**config.mk**
```make
export PLATFORM = sky130hd
export DESIGN_NAME = sum_lane_serializer
export DESIGN_NICKNAME = d
export VERILOG_FILES = /design/src/rtl/sum_lane_serializer.sv
export SDC_FILE = /design/constraint.sdc
export NUM_CORES = 1
export LEC_CHECK = 0
export ABC_AREA = 1
export CAP_MARGIN = 0
export CORE_MARGIN = 2
export CORE_UTILIZATION = 54
export DETAILED_ROUTE_END_ITERATION = 12
export MAX_ROUTING_LAYER = met4
export PLACE_DENSITY_LB_ADDON = 0.08
export SYNTH_ARGS = -nofsm -noshare
export SYNTH_HDL_FRONTEND = slang
export SYNTH_SLANG_ARGS = --single-unit
export TNS_END_PERCENT = 10
```
**constraint.sdc**
```tcl
create_clock -name clk -period 8.46 [get_ports clk]
set_input_delay 1.692 -clock clk [delete_from_list [all_inputs] [get_ports clk]]
set_output_delay 1.692 -clock clk [all_outputs]
set_load 0.01 [all_outputs]
```
**src/rtl/sum_lane_serializer.sv**
```systemverilog
// -----------------------------------------------------------------------------
// sum_lane_serializer
//
// Captures one frame of CNT lane sums from the multi-lane adder in a single
// valid/ready transfer, then replays the frame one lane per beat on a
// valid/ready output stream. Each beat carries the lane sum, its lane index,
// the adder carry-out (top bit of the sum) and a last flag. The last beat also
// carries the total of every lane sum in the frame.
//
// Ports:
//   clk        - clock, all logic on the rising edge
//   rst_n      - synchronous active-low reset
//   in_valid   - a frame of CNT lane sums is available
//   in_ready   - block can accept a frame (only while idle and out of reset)
//   in_sum     - flattened lane sums, lane i at [i*(N+1) +: N+1]
//   out_valid  - a beat is available
//   out_ready  - consumer accepts the current beat
//   out_data   - lane sum of the current beat
//   out_lane   - lane index of out_data
//   out_carry  - adder carry-out, equal to out_data[N]
//   out_last   - current beat is lane CNT-1
//   out_total  - frame total, non-zero only on the last beat
//
// All out_* are decoded from registers only, so in_sum may come straight from
// combinational adder logic without creating a through path.
// -----------------------------------------------------------------------------
module sum_lane_serializer #(
    parameter  int N   = 12,
    parameter  int CNT = 8,
    localparam int LW  = (CNT > 1) ? $clog2(CNT) : 1,
    localparam int TW  = N + 1 + $clog2(CNT)
) (
    input  logic                   clk,
    input  logic                   rst_n,
    input  logic                   in_valid,
    output logic                   in_ready,
    input  logic [CNT*(N+1)-1:0]   in_sum,
    output logic                   out_valid,
    input  logic                   out_ready,
    output logic [N:0]             out_data,
    output logic [LW-1:0]          out_lane,
    output logic                   out_carry,
    output logic                   out_last,
    output logic [TW-1:0]          out_total
);

    typedef enum logic [0:0] {
        IDLE = 1'b0,
        BUSY = 1'b1
    } state_t;

    state_t                  state_r;
    state_t                  state_nxt_s;
    logic [CNT*(N+1)-1:0]    hold_r;
    logic [LW-1:0]           idx_r;
    logic [TW-1:0]           acc_r;

    logic                    busy_s;
    logic                    last_s;
    logic                    in_fire_s;
    logic                    out_fire_s;
    logic [N:0]              lane_data_s;
    logic [TW-1:0]           total_s;

    assign busy_s     = (state_r == BUSY);
    assign last_s     = (idx_r == LW'(CNT - 1));
    assign in_ready   = rst_n & (state_r == IDLE);
    assign in_fire_s  = in_valid & in_ready;
    assign out_fire_s = busy_s & out_ready;

    // Select the held lane addressed by idx_r (AND-OR mux, no variable slicing)
    always_comb begin
        lane_data_s = {(N+1){1'b0}};
        for (int i = 0; i < CNT; i++) begin
            lane_data_s = lane_data_s |
                          (hold_r[i*(N+1) +: (N+1)] & {(N+1){idx_r == LW'(i)}});
        end
    end

    // Running total including the beat currently on the output
    assign total_s = acc_r + TW'(lane_data_s);

    // Output decode: everything is forced to zero while idle
    assign out_valid = busy_s;
    assign out_data  = busy_s ? lane_data_s : {(N+1){1'b0}};
    assign out_lane  = busy_s ? idx_r : {LW{1'b0}};
    assign out_carry = out_data[N];
    assign out_last  = busy_s & last_s;
    assign out_total = out_last ? total_s : {TW{1'b0}};

    // Next-state decode for the IDLE/BUSY handshake controller
    always_comb begin
        state_nxt_s = state_r;
        case (state_r)
            IDLE: begin
                if (in_fire_s) begin
                    state_nxt_s = BUSY;
                end else begin
                    state_nxt_s = IDLE;
                end
            end
            BUSY: begin
                if (out_fire_s && last_s) begin
                    state_nxt_s = IDLE;
                end else begin
                    state_nxt_s = BUSY;
                end
            end
            default: begin
                state_nxt_s = IDLE;
            end
        endcase
    end

    // State, frame holding register, lane index and accumulator
    always_ff @(posedge clk) begin
        if (!rst_n) begin
            state_r <= IDLE;
            hold_r  <= {(CNT*(N+1)){1'b0}};
            idx_r   <= {LW{1'b0}};
            acc_r   <= {TW{1'b0}};
        end else begin
            state_r <= state_nxt_s;
            case (state_r)
                IDLE: begin
                    if (in_fire_s) begin
                        hold_r <= in_sum;
                        idx_r  <= {LW{1'b0}};
                        acc_r  <= {TW{1'b0}};
                    end
                end
                BUSY: begin
                    // New frames are ignored here; hold_r stays untouched
                    if (out_ready) begin
                        if (last_s) begin
                            idx_r <= {LW{1'b0}};
                            acc_r <= {TW{1'b0}};
                        end else begin
                            idx_r <= idx_r + LW'(1);
                            acc_r <= total_s;
                        end
                    end
                end
                default: begin
                    idx_r <= {LW{1'b0}};
                    acc_r <= {TW{1'b0}};
                end
            endcase
        end
    end

endmodule

```
==> reports/metrics.cfg, run 1 <==
[outcome]
status=finished clean

[clock_network]
cts-htree-levels=4
post-cts-setup-buffer-count=0
clk_latency_ps=420
hold_buffers=0
cts_buffers=17
clk_path_buf_depth=2
cts_sinks=124
clk_pin_slew_ps=60
clockRootBuffer=clkbuf_16
cts_resized=0
cts_tree=done

[die]
fp-row-count=38
die_w_um=110.6
io_pins=144
die_area_um2=12240
start_util_pct=55.90
core_area_um2=10980
die_h_um=110.6

[route]
wire_per_inst_um=15.51
drc_errors=0
drt-initial-drc-count=666
drt_first_pass_iters=6
via_per_inst=5.376
wl_um=17940
ant_nets=0
routed-via-count=6220

[power]
p_per_area_nw_per_um2=191.9
clock_power_share_pct=45.1
sequentialPowerShare_pct=41.2
power_mw=1.560
ir_drop_v=0.0001705
p_comb_share_pct=13.6
swShare_pct=27.14
power.internal_mw=1.136
p_sw_mw=0.4234
p_leak_nw=3.459

[logic_synthesis]
yosysUniqueCellTypes=37
avgSynthCellArea_um2=6.953
synth_nets=1014
synth_cells=883
ys_ff_latch=124
seq_area_frac_synth_pct=40.43
synth.cell_area_um2=6140
synth_warnings=0

[timing]
slew_viol_final=0
worst_slew_pin_slew_ps=940.7
holdWs_ps=456.6
setup_slack_ps=2685
hold_viol=0
final.setup.tns_ps=0
period_minus_slack_ps=5775
max_freq_ghz=0.1731
relSlewSlack_pct=37.21
setup_violations=0
min_period_over_period_pct=68.27
clock_skew_ps=9.251
grt_setup_unrepaired=false

[global_routing]
grt_pass1_vias=5675
grt-ovfl-total=0
grt_pass1_wl_um=28790
grtUsageTotal_pct=30.27
antenna_found_initial=0
grt_max_degree=107

[place]
portBuffers=143
place_congestion=0.9727
place_hpwl_um=12870
dpl_worst_slack_ps=3104

[cells_and_area]
area_growth_pct=32.38
drive_gt1_share_pct=4.621
nNetsFinal=1135
diodes=0

[worst_setup_path]
worst_setup_path_start_kind=flop
crit_type=flop to output port
worst_ep_arrival_time_ps=4080
endpoint_kind=output port
cp_max_fo=13
worstPathRequired_ps=6770

[run]
maxCapViolations=0

[hold_path]
hold_class=flop to flop

power by group through the flow:
stage                     clock network, mW  registers, mW  logic, mW
after floorplan                           0          0.648      0.121
after global placement                    0          0.654      0.206
final                                 0.704          0.643      0.212
after detailed placement                  0          0.655      0.208
after global routing                  0.736          0.646      0.237
after CTS                             0.709          0.643      0.211
through the flow:
stage	area [µm²]	utilization [%]	std cells
CTS	8128	74.00	1157
floorplan	6140	-	883
global placement	7551	68.75	1125
finish	8128	74.00	1157
global route	8128	74.00	1157
detailed placement	7551	68.75	1125
flip-flops by register name (all words and copies together), names as in the netlist:
signal,cells
acc_r,16
hold_r,104
idx_r,3
out_valid,1
critical path, cell delays in order (launching register included):
cell,delay [ps]
dfxtp_1,350
ha_1,240
ha_1,260
inv_1,340
o22ai_1,120
a21oi_1,220
o2111ai_1,320
ha_1,430
nand2_1,100
inv_1,60
a21oi_1,130
nand2_1,130
nand2_1,110
nand2_1,60
nand2_1,80
nand2_1,60
nor2_1,100
clkdlybuf4s50_1,560
per-layer routing:
| layer | track usage (%) | vias to the layer above | wire [µm] |
|---|---|---|---|
| met5 | - | - | 0 |
| met4 | 10.17 | 0 | 393 |
| met3 | 6.531 | 27 | 1474 |
| met2 | 44.05 | 258 | 7931 |
| met1 | 41.87 | 2805 | 8142 |
| li1 | - | 3130 | - |
final timing paths:
check | from | end | slack [ps] | cells after the start
max | idx_r[0] | out_total[14] | 2680 | 17
min | hold_r[88] | hold_r[88] | 460 | 2
max reg2reg | idx_r[0] | acc_r[6] | 5180 | 14
min reg2reg | hold_r[88] | hold_r[88] | 460 | 2
final cells by class:
class                           count  area [µm²]
Sequential cell                   124        2482
Timing Repair Buffer              146        1449
Clock inverter                     14       137.6
Inverter                          138       518.0
Fill cell                         917        2855
Clock buffer                       18       439.2
Tap cell                          140       175.2
Multi-Input combinational cell    577        2927
logic make-up (layout without fill, tap and decap cells):
logic type	after synthesis	in the layout	synth area share, %
AOI/OAI and AO/OA	233	233	20.48
xor gates and xnor gates	3	3	0.4280
adders and majority gates	23	23	4.809
buffers and inverters	182	316	11.90
DFF	124	124	40.43
and+or+nand+nor	318	318	21.95
Yosys cell counts, drive strengths merged:
| master | number | area share [%] |
|---|---|---|
| o2111ai | 3 | 0.43 |
| o32ai | 1 | 0.14 |
| nor2 | 37 | 2.4 |
| fa | 1 | 0.33 |
| nand2 | 203 | 13 |
| o221ai | 4 | 0.57 |
| or2 | 4 | 0.41 |
| a32o | 1 | 0.16 |
| xnor2 | 1 | 0.14 |
| and2 | 5 | 0.51 |
| dfxtp | 124 | 40 |
| nand3 | 60 | 4.9 |
| nand4 | 4 | 0.41 |
| inv | 137 | 8.4 |
| nand3b | 2 | 0.24 |
| a211oi | 4 | 0.49 |
| nor3 | 3 | 0.24 |
| clkbuf | 13 | 0.79 |
| o22ai | 30 | 3.1 |
| a31oi | 5 | 0.51 |
| ha | 22 | 4.5 |
| xor2 | 2 | 0.29 |
| clkinv | 1 | 0.061 |
| a21oi | 110 | 9.0 |
| buf | 31 | 2.7 |
| o21ai | 74 | 6.0 |
| o211ai | 1 | 0.12 |
cell usage in the layout (no fill, tap or decap), types with 5 or more instances in the layout:
cell type,synthesis,routed
a21oi_1,110,110
a31oi_1,5,5
and2_1,5,5
clkbuf_16,0,17
clkdlybuf4s50_1,0,142
dfxtp_1,124,124
ha_1,22,22
inv_1,133,133
nand2_1,199,199
nand3_1,60,60
nor2_1,35,35
o21ai_0,71,71
o22ai_1,30,30
Power figures use the tool's default switching activity.
==> run 2: changes to the inputs <==
--- a/config.mk
+++ b/config.mk
@@ -8,7 +8,7 @@
 export ABC_AREA = 1
 export CAP_MARGIN = 0
 export CORE_MARGIN = 2
-export CORE_UTILIZATION = 54
+export CORE_UTILIZATION = 50
 export DETAILED_ROUTE_END_ITERATION = 12
 export MAX_ROUTING_LAYER = met4
 export PLACE_DENSITY_LB_ADDON = 0.08
==> constraint.sdc (replaced) <==
create_clock -name clk -period 5.85 [get_ports clk]
set_input_delay 1.17 -clock clk [delete_from_list [all_inputs] [get_ports clk]]
set_output_delay 1.17 -clock clk [all_outputs]
set_load 0.01 [all_outputs]
==> reports/metrics.cfg, run 2 (synthesis gave the netlist of run 1 again) <==
[outcome]
status=finished clean  ; unchanged

[die]
die_area_um2=13180  ; was 12240 µm²
die_h_um=114.8  ; was 110.6 µm
fp-row-count=40  ; was 38
core_area_um2=12010  ; was 10980 µm²
start_util_pct=51.11  ; was 55.90%
io_pins=144  ; unchanged
die_w_um=114.8  ; was 110.6 µm

[power]
p_leak_nw=3.475  ; was 3.459 nW
p_per_area_nw_per_um2=283.5  ; was 191.9 nW/µm²
ir_drop_v=0.0002109  ; was 0.0001705 V
power_mw=2.313  ; was 1.560 mW

[timing]
holdWs_ps=454.1  ; was 456.6 ps
worst_slew_pin_slew_ps=968.0  ; was 940.7 ps
min_period_over_period_pct=88.95
relSlewSlack_pct=35.40  ; was 37.21%
period_minus_slack_ps=5203
hold_viol=0  ; unchanged
max_freq_ghz=0.1922
setup_violations=0  ; unchanged
final.setup.tns_ps=0  ; unchanged
slew_viol_final=0  ; unchanged
grt_setup_unrepaired=false  ; unchanged
clock_skew_ps=7.408  ; was 9.251 ps
setup_slack_ps=646.6  ; was 2685 ps

[route]
drt_first_pass_iters=5  ; was 6
routed-via-count=6199  ; was 6220
drt-initial-drc-count=496  ; was 666
ant_nets=0  ; unchanged
via_per_inst=5.330  ; was 5.376
wire_per_inst_um=15.75  ; was 15.51 µm
drc_errors=0  ; unchanged
wl_um=18310  ; was 17940 µm

[cells_and_area]
stdcell_area_um2=8158  ; was 8128 µm²
area_growth_pct=32.87  ; was 32.38%
largest_reg_flops=104  ; unchanged
reg_top3=hold_r x104, acc_r x16, idx_r x3  ; unchanged
diodes=0  ; unchanged
drive_gt1_share_pct=4.429  ; was 4.621%
nNetsFinal=1135  ; unchanged
final_cell_mix=nand2_1, clkdlybuf4s50_1, inv_1, dfxtp_1, a21oi_1  ; unchanged
layout_commonest_cell=nand2_1  ; unchanged
regMostFlops=hold_r  ; unchanged

[clock_network]
clockRootBuffer=clkbuf_16  ; unchanged
cts_buffers=17  ; unchanged
cts_sinks=124  ; unchanged
clk_path_buf_depth=2  ; unchanged
cts_resized=0  ; unchanged
hold_buffers=0  ; unchanged
clk_pin_slew_ps=50  ; was 60 ps
cts_tree=done  ; unchanged
post-cts-setup-buffer-count=0  ; unchanged
cts-htree-levels=4  ; unchanged
clk_latency_ps=420  ; about the same

[place]
place_congestion=0.9938  ; was 0.9727
dpl_worst_slack_ps=1135  ; was 3104 ps
post_dp_cell_area_um2=7560  ; was 7551 µm²
portBuffers=143  ; unchanged
place_hpwl_um=13300  ; was 12870 µm

[worst_setup_path]
worstReg2RegStart=idx_r[2]  ; was idx_r[0]
worst_setup_path_start_kind=flop  ; unchanged
path_buf_inv=4  ; was 3
reg2reg_depth=14  ; unchanged
crit_type=flop to output port  ; unchanged
path_common_cell=nand2_1  ; unchanged
crit_path_start=idx_r[0]  ; unchanged
crit_family=buffers and inverters  ; unchanged
endpoint_kind=output port  ; unchanged
worstPathRequired_ps=4680  ; was 6770 ps
cp_cell_sequence=ha_1 > ha_1 > inv_1 > o22ai_1 > a211oi_1 > nand2_1 > ha_1 > inv_1 > fa_1 > inv_1 > nand3_1 > nand3_1 > nand2_1 > nand3_1 > nand2_1 > nand2_1 > nor2_1 > clkdlybuf4s50_1  ; was ha_1 > ha_1 > inv_1 > o22ai_1 > a21oi_1 > o2111ai_1 > ha_1 > nand2_1 > inv_1 > a21oi_1 > nand2_1 > nand2_1 > nand2_1 > nand2_1 > nand2_1 > nor2_1 > clkdlybuf4s50_1
cp-endpoint=out_total[8]  ; was out_total[14]
r2r_setup_slack_ps=2620  ; was 5180 ps
r2r_end=acc_r[6]  ; unchanged
cpMaxStageDelayCell=clkdlybuf4s50_1  ; unchanged
worst-path-stages=18  ; was 17
cpPeakStageDelay_ps=550  ; was 560 ps
worst_ep_arrival_time_ps=4030  ; was 4080 ps
cp_max_fo=13  ; unchanged

[hold_path]
hold_class=flop to flop  ; unchanged
hold_depth=2  ; unchanged

[global_routing]
grt_pass1_wl_um=28680  ; was 28790 µm
grtUsageTotal_pct=29.24  ; was 30.27%
grt_pass1_vias=5694  ; was 5675
grt-ovfl-total=0  ; unchanged
grt_max_degree=106  ; was 107
antenna_found_initial=0  ; unchanged

[run]
maxCapViolations=0  ; unchanged

==> run 2: cell types whose count changed in the layout (fill, tap and decap cells not counted), moves of 2 or more <==
cell and delta:
clkinv_2 +3, bufinv_16 +2, clkinv_4 -3, inv_6 -3
==> run 2: routing by layer <==
| metal | vias to the layer above | global-route usage, % | part of all wire [%] | routed length (µm) |
|---|---|---|---|---|
| li1 | 3128 | - | - | - |
| met1 | 2760 | 40.09 | 46 | 8468 |
| met2 | 261 | 42.72 | 43 | 7958 |
| met3 | 50 | 4.692 | 7.4 | 1356 |
| met4 | 0 | 12.77 | 2.9 | 530 |
| met5 | - | - | 0 | 0 |
==> run 2: through the flow <==
| stage | util, % | cells |
|---|---|---|
| floorplan | - | 883 |
| global placement | 62.94 | 1132 |
| detailed placement | 62.94 | 1132 |
| CTS | 67.92 | 1163 |
| global route | 67.92 | 1163 |
| finish | 67.92 | 1163 |
==> run 2: worst min path at each step <==
| stage | startpoint | slack (ps) | end |
|---|---|---|---|
| 6_report | hold_r[7] | 450 | hold_r[7] |
| 5_1_grt | hold_r[37] | 470 | hold_r[37] |
| 4_1_cts | hold_r[42] | 460 | hold_r[42] |
| 3_5_place_dp | hold_r[92] | 450 | hold_r[92] |
| 3_3_place_gp | hold_r[17] | 440 | hold_r[17] |
| 2_1_floorplan | hold_r[44] | 430 | hold_r[44] |
==> run 2: final cells by class <==
class / count / area [µm²]
Fill cell: 1072 / 3854
Multi-Input combinational cell: 577 / 2927
Sequential cell: 124 / 2482
Timing Repair Buffer: 146 / 1449
Inverter: 138 / 518.0
Clock buffer: 20 / 456.7
Tap cell: 147 / 183.9
Clock inverter: 11 / 141.4
==> run 2: tightest hold or removal path: stages (launching register included) <==
cell and delay, ps:
dfxtp_1 290, inv_1 60, a21oi_1 50
==> run 2: report_power, final <==
group / internal, mW / total [mW] / switching [mW]
combinational: 0.137 / 0.308 / 0.171
clock: 0.687 / 1.07 / 0.386
sequential: 0.903 / 0.932 / 0.0286
total: 1.73 / 2.31 / 0.586
==> run 3: changes to the inputs <==
--- a/config.mk
+++ b/config.mk
@@ -9,6 +9,7 @@
 export CAP_MARGIN = 0
 export CORE_MARGIN = 2
 export CORE_UTILIZATION = 50
+export CTS_CLUSTER_SIZE = 14
 export DETAILED_ROUTE_END_ITERATION = 12
 export MAX_ROUTING_LAYER = met4
 export PLACE_DENSITY_LB_ADDON = 0.08
==> results of run 3 <==
Same layout as run 2: the final DEF is identical, and so are final timing and power.
